## config.mk

```make
export PLATFORM = sky130hd
export DESIGN_NAME = bus_addr_arb
export DESIGN_NICKNAME = d
export VERILOG_FILES = /design/src/rtl/bus_pkg.sv /design/src/rtl/rr_pick.sv /design/src/rtl/bus_addr_arb.sv
export SDC_FILE = /design/constraint.sdc
export NUM_CORES = 1
export LEC_CHECK = 0
export CAP_MARGIN = 20
export CORE_MARGIN = 3
export CORE_UTILIZATION = 45
export CTS_CLUSTER_SIZE = 40
export DETAILED_ROUTE_END_ITERATION = 10
export PLACE_DENSITY = 0.78
export SYNTH_ARGS = -nofsm -noshare
export SYNTH_HDL_FRONTEND = slang
export SYNTH_SLANG_ARGS = --single-unit
```

## constraint.sdc

```tcl
create_clock -name clk -period 1.9 [get_ports clk]
set_input_delay 0.38 -clock clk [delete_from_list [all_inputs] [get_ports clk]]
set_output_delay 0.38 -clock clk [all_outputs]
set_load 0.02 [all_outputs]
```

## src/rtl/bus_pkg.sv

```systemverilog
// Shared types and constants for the bus address arbiter.
package bus_pkg;
   localparam int CNT_W = 4;

   typedef enum logic {
      IDLE = 1'b0,
      WAIT = 1'b1
   } state_t;
endpackage

```

## src/rtl/rr_pick.sv

```systemverilog
// Combinational round-robin picker: first pending channel after last_grant.
module rr_pick
   import bus_pkg::*;
#(
   parameter int NCH = 4
) (
   input  logic [NCH-1:0]         pending,
   input  logic [$clog2(NCH)-1:0] last_grant,
   output logic [$clog2(NCH)-1:0] grant,
   output logic                   any
);
   localparam int SW = $clog2(NCH);

   function automatic logic [SW-1:0] wrap(input int base, input int off);
      return SW'((base + off) % NCH);
   endfunction

   // rot[0] is the channel just after last_grant, i.e. highest priority.
   logic [NCH-1:0] rot;
   for (genvar gi = 0; gi < NCH; gi++) begin : g_rot
      assign rot[gi] = pending[wrap(int'(last_grant), 1 + gi)];
   end

   always_comb begin
      grant = last_grant;
      for (int j = NCH - 1; j >= 0; j--) begin
         if (rot[j]) grant = wrap(int'(last_grant), 1 + j);
      end
   end

   assign any = |pending;
endmodule

```

## src/rtl/bus_addr_arb.sv

```systemverilog
// Round-robin arbiter steering a shared mux bus: after each grant it waits
// DELAY settle cycles, then captures a one- or two-word address and acks.
module bus_addr_arb
   import bus_pkg::*;
#(
   parameter int             NCH      = 4,
   parameter int             DW       = 16,
   parameter int             DELAY    = 1,
   parameter logic [NCH-1:0] TWO_WORD = {{(NCH-1){1'b0}}, 1'b1}
) (
   input  logic                   clk,
   input  logic                   rst_n,
   input  logic [NCH-1:0]         req,
   input  logic [DW-1:0]          bus,
   output logic                   sel_vld,
   output logic [$clog2(NCH)-1:0] sel_ch,
   output logic                   sel_wd,
   output logic [2*DW-1:0]        addr,
   output logic [NCH-1:0]         ack
);
   localparam int              SW      = $clog2(NCH);
   localparam logic [CNT_W-1:0] DLY_CNT = CNT_W'(DELAY);

   state_t           state;
   logic [NCH-1:0]   pending;
   logic [NCH-1:0]   take;
   logic [SW-1:0]    last_grant;
   logic [SW-1:0]    grant;
   logic [CNT_W-1:0] cnt;
   logic             wd;
   logic             any;

   rr_pick #(.NCH(NCH)) u_pick (
      .pending    (pending),
      .last_grant (last_grant),
      .grant      (grant),
      .any        (any)
   );

   always_comb begin
      take = '0;
      if (state == IDLE && any) take[grant] = 1'b1;
   end

   assign sel_wd = wd;

   always_ff @(posedge clk or negedge rst_n) begin
      if (!rst_n) begin
         state      <= IDLE;
         pending    <= '0;
         cnt        <= '0;
         wd         <= 1'b0;
         sel_vld    <= 1'b0;
         sel_ch     <= '0;
         addr       <= '0;
         ack        <= '0;
         last_grant <= SW'(NCH - 1);
      end else begin
         ack <= '0;
         // A new request on the granting edge survives the clear.
         pending <= (pending & ~take) | req;
         case (state)
            IDLE: begin
               wd <= 1'b0;
               if (any) begin
                  sel_vld    <= 1'b1;
                  sel_ch     <= grant;
                  last_grant <= grant;
                  cnt        <= DLY_CNT;
                  state      <= WAIT;
               end else begin
                  sel_vld <= 1'b0;
               end
            end
            WAIT: begin
               if (cnt != '0) begin
                  cnt <= cnt - 1'b1;
               end else if (!wd) begin
                  addr[DW-1:0] <= bus;
                  if (TWO_WORD[sel_ch]) begin
                     wd  <= 1'b1;
                     cnt <= DLY_CNT;
                  end else begin
                     addr[2*DW-1:DW] <= '0;
                     ack[sel_ch]     <= 1'b1;
                     state           <= IDLE;
                  end
               end else begin
                  addr[2*DW-1:DW] <= bus;
                  ack[sel_ch]     <= 1'b1;
                  state           <= IDLE;
               end
            end
            default: state <= IDLE;
         endcase
      end
   end
endmodule
```

### Word level (Yosys, flattened, before mapping)

Cells that the tools add are included.

* register bits after elaboration: 51
* bits in latches: 0
* bits in writable memories: 0
* memory bits (read-only): 0
* input bits: 22
* output and inout bits: 40
* memories: 0

* $add $sub $neg: 5
* multiply operators: 0
* div/mod/pow operators: 0
* order comparisons: 8
* equality and inequality tests: 5
* shift-type cells: 0
* muxes and demuxes: 38
* bitwise gates (word level): 6
* reductions and logical operators: 9

Operators by type and width (number)
* $mux W4: 9
* $mux W16: 2
* $lt A2 B3 Y1 const B: 6
* $mux W1: 13
* $bmux W1 S2: 5
* $reduce_and A3 Y1: 3
* $mux W2: 4
* $pmux W4 S2: 1
* $ne A2 B2 Y1 const B: 3
* $add A2 B1 Y2 const B: 2
* $add A2 B2 Y2 const B: 2
* $and A4 B4 Y4: 1
* $demux W1 S2: 2
* $ge A2 B1 Y1 const B: 2
* $not A4 Y4: 1
* $or A4 B4 Y4: 1
* $pmux W1 S2: 2
* $reduce_bool A4 Y1: 1
* $reduce_or A4 Y1: 1
* $sub A4 B1 Y4 const B: 1
* $logic_and A1 B1 Y1: 3
* $ne A3 B1 Y1 const B: 1
* $ne A3 B2 Y1 const B: 1
* $not A1 Y1: 3
* $reduce_and A2 Y1: 1

### Longest topological paths before layout

Gate-level depths: netlist of the first run.

* word-level depth: 15
* mapped depth: 6
* depth with buffers taken out: 4

### Hierarchy

From an unflattened synthesis of the first run, not the netlist that was laid out.

* cell total of the unflattened synthesis: 158
* area total of the unflattened synthesis: 2114.5 sq um

By module, submodules not included
* bus_addr_arb: times used 1, cells an instance 144, area each 2031.9 sq um
* rr_pick: times used 1, cells an instance 14, area each 82.6 sq um

### Worst setup path before layout of the first run

No wires, ideal clock.

* path kind: register to register
* from: reg cnt[1]
* to: reg addr[0]
* setup time: 0.125 ns
* arrival: 1.516 ns
* required time: 1.775 ns
* slack: 0.259 ns
* cell stages (with the launch flop): 7
* path buffers: 2
* clock period less this slack: 1.641 ns
* path through: dfrtp_1 > nor3b_2 > and2_4 > and2b_1 > buf_4 > buf_12 > mux2_4

* cells in the longest elaborated chain, start to end: 3

Ends and longest elaborated chain
* start: declaration: line bus_addr_arb.sv:29 `logic [CNT_W-1:0] cnt;`
* start signal: assignment: line bus_addr_arb.sv:77 `cnt <= cnt - 1'b1;`
* $reduce_bool A4 Y1: line bus_addr_arb.sv:76 `if (cnt != '0) begin`
* $not A1 Y1 (no source line)
* $reduce_and A3 Y1 (no source line)
* end signal: indexed assignment: line bus_addr_arb.sv:79 `addr[DW-1:0] <= bus;`
* end signal: indexed assignment: line bus_addr_arb.sv:89 `addr[2*DW-1:DW] <= bus;`
* end: declaration: line bus_addr_arb.sv:18 `output logic [2*DW-1:0] addr,`

No other way between the ends.
A chain may end at the register's enable or synchronous reset.

### Final worst setup path of the first run

* from: reg sel_ch[1]
* to: out sel_ch[1]

RTL lines
* start: declaration: line bus_addr_arb.sv:16 `output logic [$clog2(NCH)-1:0] sel_ch,`
* start signal: assignment: line bus_addr_arb.sv:67 `sel_ch <= grant;`

No word-level cell between the ends.

==> flow_summary_export.csv, run 1 <==
group,metric,value,unit
yosys,ys_top_cells_by_count,"dfrtp_1, a22o_1, mux2_4",
timing,finalMaxSlewViolations,0,
detailed_routing,drt_iter0_drc,76,
global_routing,grt_pass1_wl,7290,um
detailed_routing,routed_wl,4440,um
yosys,synth.yosys.seq_area_share,61.9,%
detailed_routing,viasPerCell,5.38,
yosys,synth-async-reset-ratio,100,%
timing,slew_headroom,59.1,%
critical_path,worstPathRequired,1.52,ns
timing,worstMarginPinSlew,0.613,ns
timing,setup_viol,0,
timing,fmaxAchievable,552,MHz
yosys,synth_area_leader_cell,"dfrtp_1",
placed_design,hpwl,3280,um
yosys,yosys_warnings,0,
timing,min_period,1.81,ns
critical_path,crit_chain,"clkdlybuf4s50_1",
critical_path,crit_type,"reg2out",
die,die_h,73.8,um
layout,drive_gt1_share,18.6,%
detailed_routing,drc,0,
critical_path,crit_fanout,7,
cts,clock-sinks,51,
global_routing,antenna_found_initial,0,
status,outcome,"finished clean",
cts,clk_pin_slew_worst_paths,0.10,ns
timing,fin_crit_sh,95.3,%
detailed_routing,drt-pass1-iter-count,4,
yosys,synth_flop_cell,"dfrtp_1",
die,dieArea,5440,um^2
global_routing,grt_pass1_vias,1466,
yosys,avgSynthCellArea,14.1,um^2
global_routing,grt_start_max_net_pins,52,
layout,antenna_cells_inserted,0,
detailed_routing,vias,1437,
critical_path,critPathTopFamily,"buffers and inverters",
die,io_pins,62,
yosys,synthesis.nets,169,
critical_path,cp.arrival,1.43,ns
global_routing,grtUsageTotal,17.7,%
critical_path,cp_num_buf_inv,1,
layout,syn_to_final_growth,38.4,%
detailed_routing,postRouteAntennaNets,0,
layout,nNetsFinal,236,
yosys,syn-cell-area,2070,um^2
cts,clock_latency,0.31,ns
yosys,syn_inst,147,
critical_path,cp-end-kind,"primary output",
cts,ctsHoldBuffers,0,
die,die_x,73.8,um
timing,rsz0062_at_grt,"no",
timing,skew,0.0150,ns
cts,cts_resized,0,
placed_design,routabilityCongestion,0.716,
pwr,finalPower,5150,uW
yosys,ys_types,37,
critical_path,critPathSlowestCell,"clkdlybuf4s50_1",
yosys,synthTopCellsByArea,"dfrtp_1, a22o_1, mux2_4, mux2_2, dfstp_2",
cts,post_cts_buffers,0,
worst_hold_path,hold_class,"in2async",
global_routing,grt.overflow.total,0,
die,start_util,47.1,%
cts,cts_root_buffer,"clkbuf_8",
pwr,peakVddDrop,934,uV
detailed_routing,post_drt_wl_per_cell,16.6,um
yosys,synth_edf_count,0,
critical_path,critPathMaxStageDelay,0.65,ns
cts,numCtsBuffers,5,
timing,tns,0,ns
yosys,yosysTopAreaCellShare,59.3,%
job,cap_viol_max_count,0,
yosys,ys_ff_latch,51,
pwr,p_per_area,1800,nW/um^2
pwr,p_leak,0.00126,uW
timing,final_hold_viol_count,0,
die,rows,24,
cts,cts_buffer_depth,2,
yosys,yosysMostFrequentCell,"dfrtp_1",
placed_design,portBuffers,61,
critical_path,start_kind,"register",
cts,cts.htree.levels,2,
cts,cts_tree,"built",
die,core,4380,um^2
## flip-flops by register name, summed over array words and instances, names as in the netlist, 2 cells and up
name,flops
ack,4
pending,4
cnt,4
last_grant,2
sel_ch,2
addr,32
## metal layers
| layer | track usage (%) | vias up | routed length, um |
|---|---|---|---|
| met1 | 25.0 | 714 | 2010 |
| met3 | 4.24 | 9 | 294 |
| li1 | - | 666 | - |
| met2 | 26.2 | 48 | 2060 |
| met4 | 7.24 | 0 | 75 |
| met5 | 0 | - | 0 |
## final cells by class
type | instances | area, um^2
repair buffers | 67 | 663
inverters | 2 | 7.51
well taps | 52 | 65.1
multi-input cells | 87 | 729
clock buffers | 5 | 68.8
flip-flops and latches | 51 | 1280
clock inverters | 3 | 47.5
fillers | 327 | 1520
## cells in the final DEF, fill, tap and decap left out, types with 3 or more instances in the layout
| master | n |
|---|---|
| nor2_1 | 7 |
| clkbuf_8 | 5 |
| clkdlybuf4s50_1 | 60 |
| o21a_1 | 4 |
| mux2_4 | 10 |
| nand2b_1 | 5 |
| a22o_1 | 19 |
| buf_4 | 5 |
| a21o_1 | 3 |
| mux2_2 | 6 |
| dfrtp_1 | 49 |
| or2_2 | 3 |
## metrics by stage
step                      std cells  worst slack [ns]  utilization [%]  hold WS [ns]  cell area (um^2)
after detailed placement        259             0.144             62.6         0.487              2740
after floorplan                 147             0.259                -        0.0844              2070
final                           267            0.0888             65.2         0.159              2860
after global routing            267            0.0259             65.2         0.203              2860
after CTS                       267            0.0780             65.2         0.177              2860
after global placement          259             0.228             62.6         0.485              2740
## power by group
group | internal (uW) | switching, uW
clock network | 399 | 362
logic | 1370 | 1160
registers | 1530 | 331
## worst paths after layout
check                                      start  slack (ns)  cells after the start                    to
max reg2reg                   cnt[1]$_DFFE_PN0P_        0.14                      5  addr[11]$_DFFE_PN0P_
min                                        rst_n        0.16                      2  addr[13]$_DFFE_PN0P_
max in group asynchronous                  rst_n        1.32                      2  pending[2]$_DFF_PN0_
min in group clk            addr[25]$_DFFE_PN0P_        0.50                      1  addr[25]$_DFFE_PN0P_
min reg2reg                 addr[25]$_DFFE_PN0P_        0.50                      1  addr[25]$_DFFE_PN0P_
max                        sel_ch[1]$_DFFE_PN0P_        0.09                      1             sel_ch[1]
## cells by family (layout without fill, tap and decap cells)
logic type | after synthesis | in the layout | synth area share [%]
and+or+nand+nor | 34 | 34 | 9.99
DFF | 51 | 51 | 61.9
muxes | 18 | 18 | 11.5
buffers and inverters | 9 | 77 | 2.85
AOI/OAI and AO/OA | 35 | 35 | 13.8
(Power assumes the default switching activity.)
==> run 2: changes to the inputs <==
--- a/config.mk
+++ b/config.mk
@@ -8,9 +8,9 @@
 export CAP_MARGIN = 20
 export CORE_MARGIN = 3
 export CORE_UTILIZATION = 45
-export CTS_CLUSTER_SIZE = 40
 export DETAILED_ROUTE_END_ITERATION = 10
 export PLACE_DENSITY = 0.78
+export SLEW_MARGIN = 20
 export SYNTH_ARGS = -nofsm -noshare
 export SYNTH_HDL_FRONTEND = slang
 export SYNTH_SLANG_ARGS = --single-unit
==> results of run 2 <==
Final layout, timing and power as in run 1 (identical DEF).
